### src/rtl/pm_pkg.sv
// Shared types for the pattern matcher: compare modes and FSM states.
package pm_pkg;

    typedef enum logic [1:0] {
        MODE_EQ = 2'b00,
        MODE_NE = 2'b01,
        MODE_GT = 2'b10,
        MODE_LT = 2'b11
    } mode_e;

    typedef enum logic [1:0] {
        ST_ARMED    = 2'b00,
        ST_COUNTING = 2'b01,
        ST_HIT      = 2'b10
    } state_e;

endpackage

### src/rtl/masked_compare.sv
// Combinational masked compare: only bits set in mask take part, and
// GT/LT treat the masked operands as unsigned numbers.
module masked_compare
    import pm_pkg::*;
#(
    parameter int WIDTH = 4
) (
    input  logic [WIDTH-1:0] data,
    input  logic [WIDTH-1:0] pattern,
    input  logic [WIDTH-1:0] mask,
    input  mode_e            mode,
    output logic             result
);

    logic [WIDTH-1:0] md;
    logic [WIDTH-1:0] mp;

    assign md = data & mask;
    assign mp = pattern & mask;

    // Select the relation between the masked data and masked pattern.
    always_comb begin
        result = 1'b0;
        case (mode)
            MODE_EQ: result = (md == mp);
            MODE_NE: result = (md != mp);
            MODE_GT: result = (md > mp);
            MODE_LT: result = (md < mp);
            default: result = 1'b0;
        endcase
    end

endmodule

### src/rtl/pattern_matcher.sv
// Pattern matcher: registered masked compare of a data stream against a
// configurable pattern, with a run counter, a saturating total counter
// and a sticky hit flag raised when the run reaches a threshold.
module pattern_matcher
    import pm_pkg::*;
#(
    parameter int               WIDTH         = 4,
    parameter int               CNT_W         = 8,
    parameter logic [WIDTH-1:0] RESET_PATTERN = WIDTH'(4'b0101)
) (
    input  logic             clk,
    input  logic             reset,
    input  logic             cfg_load,
    input  logic [WIDTH-1:0] cfg_pattern,
    input  logic [WIDTH-1:0] cfg_mask,
    input  logic [1:0]       cfg_mode,
    input  logic [CNT_W-1:0] cfg_thresh,
    input  logic             in_valid,
    input  logic [WIDTH-1:0] in_data,
    input  logic             hit_clr,
    output logic             match_valid,
    output logic             match,
    output logic [CNT_W-1:0] run_cnt,
    output logic [CNT_W-1:0] total_cnt,
    output logic             hit
);

    localparam logic [CNT_W-1:0] CNT_MAX = '1;
    localparam logic [CNT_W-1:0] CNT_ONE = CNT_W'(1);

    logic [WIDTH-1:0] pattern_q, pattern_d;
    logic [WIDTH-1:0] mask_q, mask_d;
    mode_e            mode_q, mode_d;
    logic [CNT_W-1:0] thresh_q, thresh_d;

    state_e           state_q, state_d;
    logic             match_q, match_d;
    logic             match_valid_q, match_valid_d;
    logic [CNT_W-1:0] run_cnt_q, run_cnt_d;
    logic [CNT_W-1:0] total_cnt_q, total_cnt_d;
    logic             hit_q, hit_d;

    logic             cmp_result;
    logic             valid_match;
    logic             valid_miss;
    logic [CNT_W-1:0] run_upd;
    logic             hit_set;

    masked_compare #(
        .WIDTH(WIDTH)
    ) u_cmp (
        .data   (in_data),
        .pattern(pattern_q),
        .mask   (mask_q),
        .mode   (mode_q),
        .result (cmp_result)
    );

    assign valid_match = in_valid & cmp_result;
    assign valid_miss  = in_valid & ~cmp_result;

    // Configuration registers take the new values only on cfg_load.
    always_comb begin
        pattern_d = pattern_q;
        mask_d    = mask_q;
        mode_d    = mode_q;
        thresh_d  = thresh_q;
        if (cfg_load) begin
            pattern_d = cfg_pattern;
            mask_d    = cfg_mask;
            mode_d    = mode_e'(cfg_mode);
            thresh_d  = cfg_thresh;
        end
    end

    // Counters and FSM next state; a same-cycle hit outranks hit_clr, and a
    // same-cycle cfg_load throws away the run update of the sample.
    always_comb begin
        state_d       = state_q;
        hit_d         = hit_q;
        total_cnt_d   = total_cnt_q;
        match_valid_d = in_valid;
        match_d       = match_q;
        run_upd       = run_cnt_q;
        hit_set       = 1'b0;

        if (in_valid) begin
            match_d = cmp_result;
        end

        if (valid_match) begin
            run_upd = (run_cnt_q == CNT_MAX) ? run_cnt_q : run_cnt_q + CNT_ONE;
            if (total_cnt_q != CNT_MAX) begin
                total_cnt_d = total_cnt_q + CNT_ONE;
            end
        end else if (valid_miss) begin
            run_upd = '0;
        end
        run_cnt_d = run_upd;

        case (state_q)
            ST_ARMED:    if (valid_match) state_d = ST_COUNTING;
            ST_COUNTING: if (valid_miss)  state_d = ST_ARMED;
            ST_HIT:      hit_d = 1'b1;
            default:     state_d = ST_ARMED;
        endcase

        hit_set = valid_match && (state_q != ST_HIT) && !cfg_load &&
                  (thresh_q != '0) && (run_upd == thresh_q);

        if (hit_clr) begin
            state_d   = ST_ARMED;
            hit_d     = 1'b0;
            run_cnt_d = '0;
        end

        if (cfg_load) begin
            run_cnt_d = '0;
            if (state_q != ST_HIT) begin
                state_d = ST_ARMED;
            end
        end

        if (hit_set) begin
            state_d   = ST_HIT;
            run_cnt_d = run_upd;
        end
    end

    // All state registers; reset restores the equality-to-RESET_PATTERN setup.
    always_ff @(posedge clk or posedge reset) begin
        if (reset) begin
            pattern_q     <= RESET_PATTERN;
            mask_q        <= '1;
            mode_q        <= MODE_EQ;
            thresh_q      <= CNT_ONE;
            state_q       <= ST_ARMED;
            match_q       <= 1'b0;
            match_valid_q <= 1'b0;
            run_cnt_q     <= '0;
            total_cnt_q   <= '0;
            hit_q         <= 1'b0;
        end else begin
            pattern_q     <= pattern_d;
            mask_q        <= mask_d;
            mode_q        <= mode_d;
            thresh_q      <= thresh_d;
            state_q       <= state_d;
            match_q       <= match_d;
            match_valid_q <= match_valid_d;
            run_cnt_q     <= run_cnt_d;
            total_cnt_q   <= total_cnt_d;
            hit_q         <= hit_d;
        end
    end

    assign match_valid = match_valid_q;
    assign match       = match_q;
    assign run_cnt     = run_cnt_q;
    assign total_cnt   = total_cnt_q;
    assign hit         = hit_q;

endmodule

### config.mk
export PLATFORM = sky130hd
export DESIGN_NAME = pattern_matcher
export DESIGN_NICKNAME = d
export VERILOG_FILES = /design/src/rtl/pm_pkg.sv /design/src/rtl/masked_compare.sv /design/src/rtl/pattern_matcher.sv
export SDC_FILE = /design/constraint.sdc
export NUM_CORES = 1
export LEC_CHECK = 0
export CORE_UTILIZATION = 55
export DETAILED_ROUTE_END_ITERATION = 10
export GPL_TIMING_DRIVEN = 0
export PLACE_DENSITY = 0.89
export SKIP_LAST_GASP = 1
export SYNTH_ARGS = -nofsm -noshare
export SYNTH_HDL_FRONTEND = slang
export SYNTH_SLANG_ARGS = --single-unit
### constraint.sdc
create_clock -name clk -period 4 [get_ports clk]
set_input_delay 0.8 -clock clk [delete_from_list [all_inputs] [get_ports clk]]
set_output_delay 0.8 -clock clk [all_outputs]
set_load 0.05 [all_outputs]
==> flow_metrics.tcl <==
set metrics [dict create \
    finalCritPeriodShare_pct 84.0 \
    cp-end-kind "flop" \
    skew_ps 4.34 \
    routed_wirelength_um 4950 \
    dpl.cell_count 313 \
    synth_area_per_cell_um2 10.5 \
    ys_ff_latch 39 \
    cts_resized 0 \
    root_buffer "clkbuf_8" \
    n_antenna_cell 0 \
    grt_pass1_wl_um 8110 \
    outcome "complete, no violations" \
    period_minus_slack_ps 3360 \
    dp_hpwl_um 3650 \
    drv_slew 0 \
    clk_pin_slew_ps 80 \
    syn_nets 251 \
    crit_type "input pin to flop" \
    numCtsBuffers 5 \
    grtUsageTotal_pct 24.4 \
    setup_tns_ps 0 \
    gp_congestion 0.894 \
    setup_ws_ps 639 \
    seq_area_um2 985 \
    crit_top_cell "and4_1" \
    max_slew_margin_pct 48.5 \
    initial_core_util_pct 57.3 \
    synth_area_um2 2290 \
    first_pass_iters 4 \
    min-delay-start "state_q[1]" \
    design_area_um2 2900 \
    cts_tree "done" \
    critPathSlowestCell "a311oi_2" \
    synth_edf_count 0 \
    max_stage_delay_ps 580 \
    post_cts_buffers 0 \
    async_flop_share_pct 100 \
    critPathBufInv 2 \
    die_area_um2 4430 \
    drive_gt1_share_pct 19.6 \
    crit_required_ps 4220 \
    ys_types 55 \
    cp_cell_sequence "clkdlybuf4s50_1 -> and2_1 -> ha_1 -> nor2b_1 -> o211ai_1 -> and4_1 -> clkbuf_1 -> nor3_1 -> a311oi_2 -> and4_1 -> xor2_1" \
    io_buffers 45 \
    max-clock-path-buffers 2 \
    cap_viol_max_count 0 \
    die_x_um 66.6 \
    ir_drop_uv 450 \
    yosys.area.top_type_share_pct 34.9 \
    rsz0062_at_grt "false" \
    area_delta_synth_final_pct 26.2 \
    dpl_cell_area_um2 2810 \
    post_drt_wl_per_cell_um 15.4 \
    numClockSinks 39 \
    crit_start "in_data[1]" \
    power_density_nw_per_um2 386 \
    yosys.area.top_type "dfrtp_1" \
    drc 0 \
    multi_input_area_um2 1250 \
    setup_viol 0 \
    r2r-start "mask_q[1]" \
    critical_path_arrival_ps 3580 \
    whs_ps 486 \
    clock_latency_ps 300 \
    crit_family "simple AND/OR/NAND/NOR gates" \
    dr_total_vias 1943 \
    fp-row-count 23 \
    grt_pass1_vias 1799 \
    p_leak_uw 0.00113 \
    fmax_mhz 298 \
    ios 46 \
    overflow 0 \
    netlist_instances 218 \
    worst_hold_path_type "flop to flop" \
    h-tree-depth 2 \
    fp.coreArea_um2 4000 \
    synthFlopType "dfrtp_1" \
    post-place-ws_ps 340 \
    finalHoldViolations 0 \
    synth_warnings 0 \
    antenna_found_initial 0 \
    synth_top_cells_by_area "dfrtp_1 35%, mux2_2 8.8%, dfstp_2 8.0%" \
    die_h_um 66.6 \
    yosysSeqAreaShare_pct 42.9 \
    ant_nets 0 \
    hold_buffers 0 \
    critPathMaxFanout 8 \
    cp-start-kind "input pin" \
    worst_slew_pin_slew_ps 772 \
    drt_iter0_drc 154 \
    fin_nets 303 \
    fillCellCount 281 \
    finalNonFillerCells 321 \
    grt_max_degree 40 \
    viasPerCell 6.05 \
]
==> power breakdown <==
group | leakage (uW) | internal (uW) | switching, uW
clock network | 0.0000402 | 121 | 147
registers | 0.000481 | 447 | 52.3
logic | 0.000609 | 147 | 205
total | 0.00113 | 715 | 404
==> final timing paths <==
check / endpoint / slack [ps] / cells past startpoint
setup / recovery: total_cnt[4] / 640 / 11
hold / removal: state_q[0] / 490 / 1
setup reg to reg: total_cnt[4] / 1100 / 10
hold reg to reg: state_q[0] / 490 / 1
max in group asynchronous: pattern_q[3] / 2560 / 2
min in group asynchronous: thresh_q[2] / 960 / 2
==> registers in the layout, summed over array words and instances (netlist names) <==
register	cells
run_cnt	8
mask_q	4
match	1
match_valid	1
total_cnt	8
thresh_q	8
hit	1
pattern_q	4
state_q	2
mode_q	2
==> cells by family (layout without fill, tap and decap cells) <==
| group | count (synthesis) | after routing | share of synthesized area, % |
|---|---|---|---|
| AOI/OAI and AO/OA | 47 | 47 | 15.2 |
| xor gates and xnor gates | 13 | 13 | 4.96 |
| adders and majority gates | 6 | 6 | 3.27 |
| buffers and inverters | 13 | 66 | 2.51 |
| DFF | 39 | 39 | 42.9 |
| muxes | 19 | 19 | 9.27 |
| and+or+nand+nor | 81 | 81 | 21.8 |
==> synth_stat cells, types with 4 or more instances <==
cell type,count
mux2_2,18
and3_1,5
nand2_1,13
nand3_1,5
buf_2,4
xnor2_1,10
dfrtp_1,32
nand4_1,7
a21oi_1,14
a211oi_1,4
nor2_1,10
and2_1,5
ha_1,6
nor4_1,5
dfstp_2,7
nor3_1,5
and4_1,5
o21ai_0,6
==> cell type report <==
| cell class | count | share of cell area, % |
|---|---|---|
| clock buffer | 5 | 2.38 |
| timing repair buffer | 45 | 15.6 |
| inverter | 4 | 0.519 |
| sequential | 39 | 34.0 |
| tap | 50 | 2.16 |
| buffer | 9 | 1.47 |
| multi-input combinational | 166 | 43.2 |
| clock inverter | 3 | 0.691 |
==> routing by layer <==
metal  global-route usage [%]  vias up  wire, um
met5                        0        -         0
met2                     40.3       72      2490
li1                         -      925         -
met3                     5.99        5       297
met4                     7.18        0        35
met1                     31.4      941      2130
==> metrics by stage <==
step | utilization (%) | power [uW]
finish | 72.4 | 1120
detailed placement | 70.2 | 856
global placement | 70.2 | 846
floorplan | - | 733
CTS | 72.4 | 1120
global route | 72.4 | 1170
==> cell usage in the layout, fill, tap and decap left out, drive strengths merged, types with 3 or more instances in the layout <==
cell / synthesis / layout
a211oi: 6 / 6
a21oi: 14 / 14
a31oi: 3 / 3
and2: 5 / 5
and3: 5 / 5
and4: 5 / 5
buf: 6 / 6
clkbuf: 3 / 8
clkdlybuf4s50: 0 / 45
dfrtp: 32 / 32
dfstp: 7 / 7
ha: 6 / 6
inv: 4 / 4
mux2: 18 / 18
nand2: 13 / 13
nand3: 5 / 5
nand3b: 4 / 4
nand4: 8 / 8
nor2: 10 / 10
nor2b: 3 / 3
nor3: 5 / 5
nor4: 6 / 6
o21ai: 6 / 6
or2: 3 / 3
or3: 3 / 3
xnor2: 10 / 10
xor2: 3 / 3
Note: power is estimated with default switching activity, not from simulation.
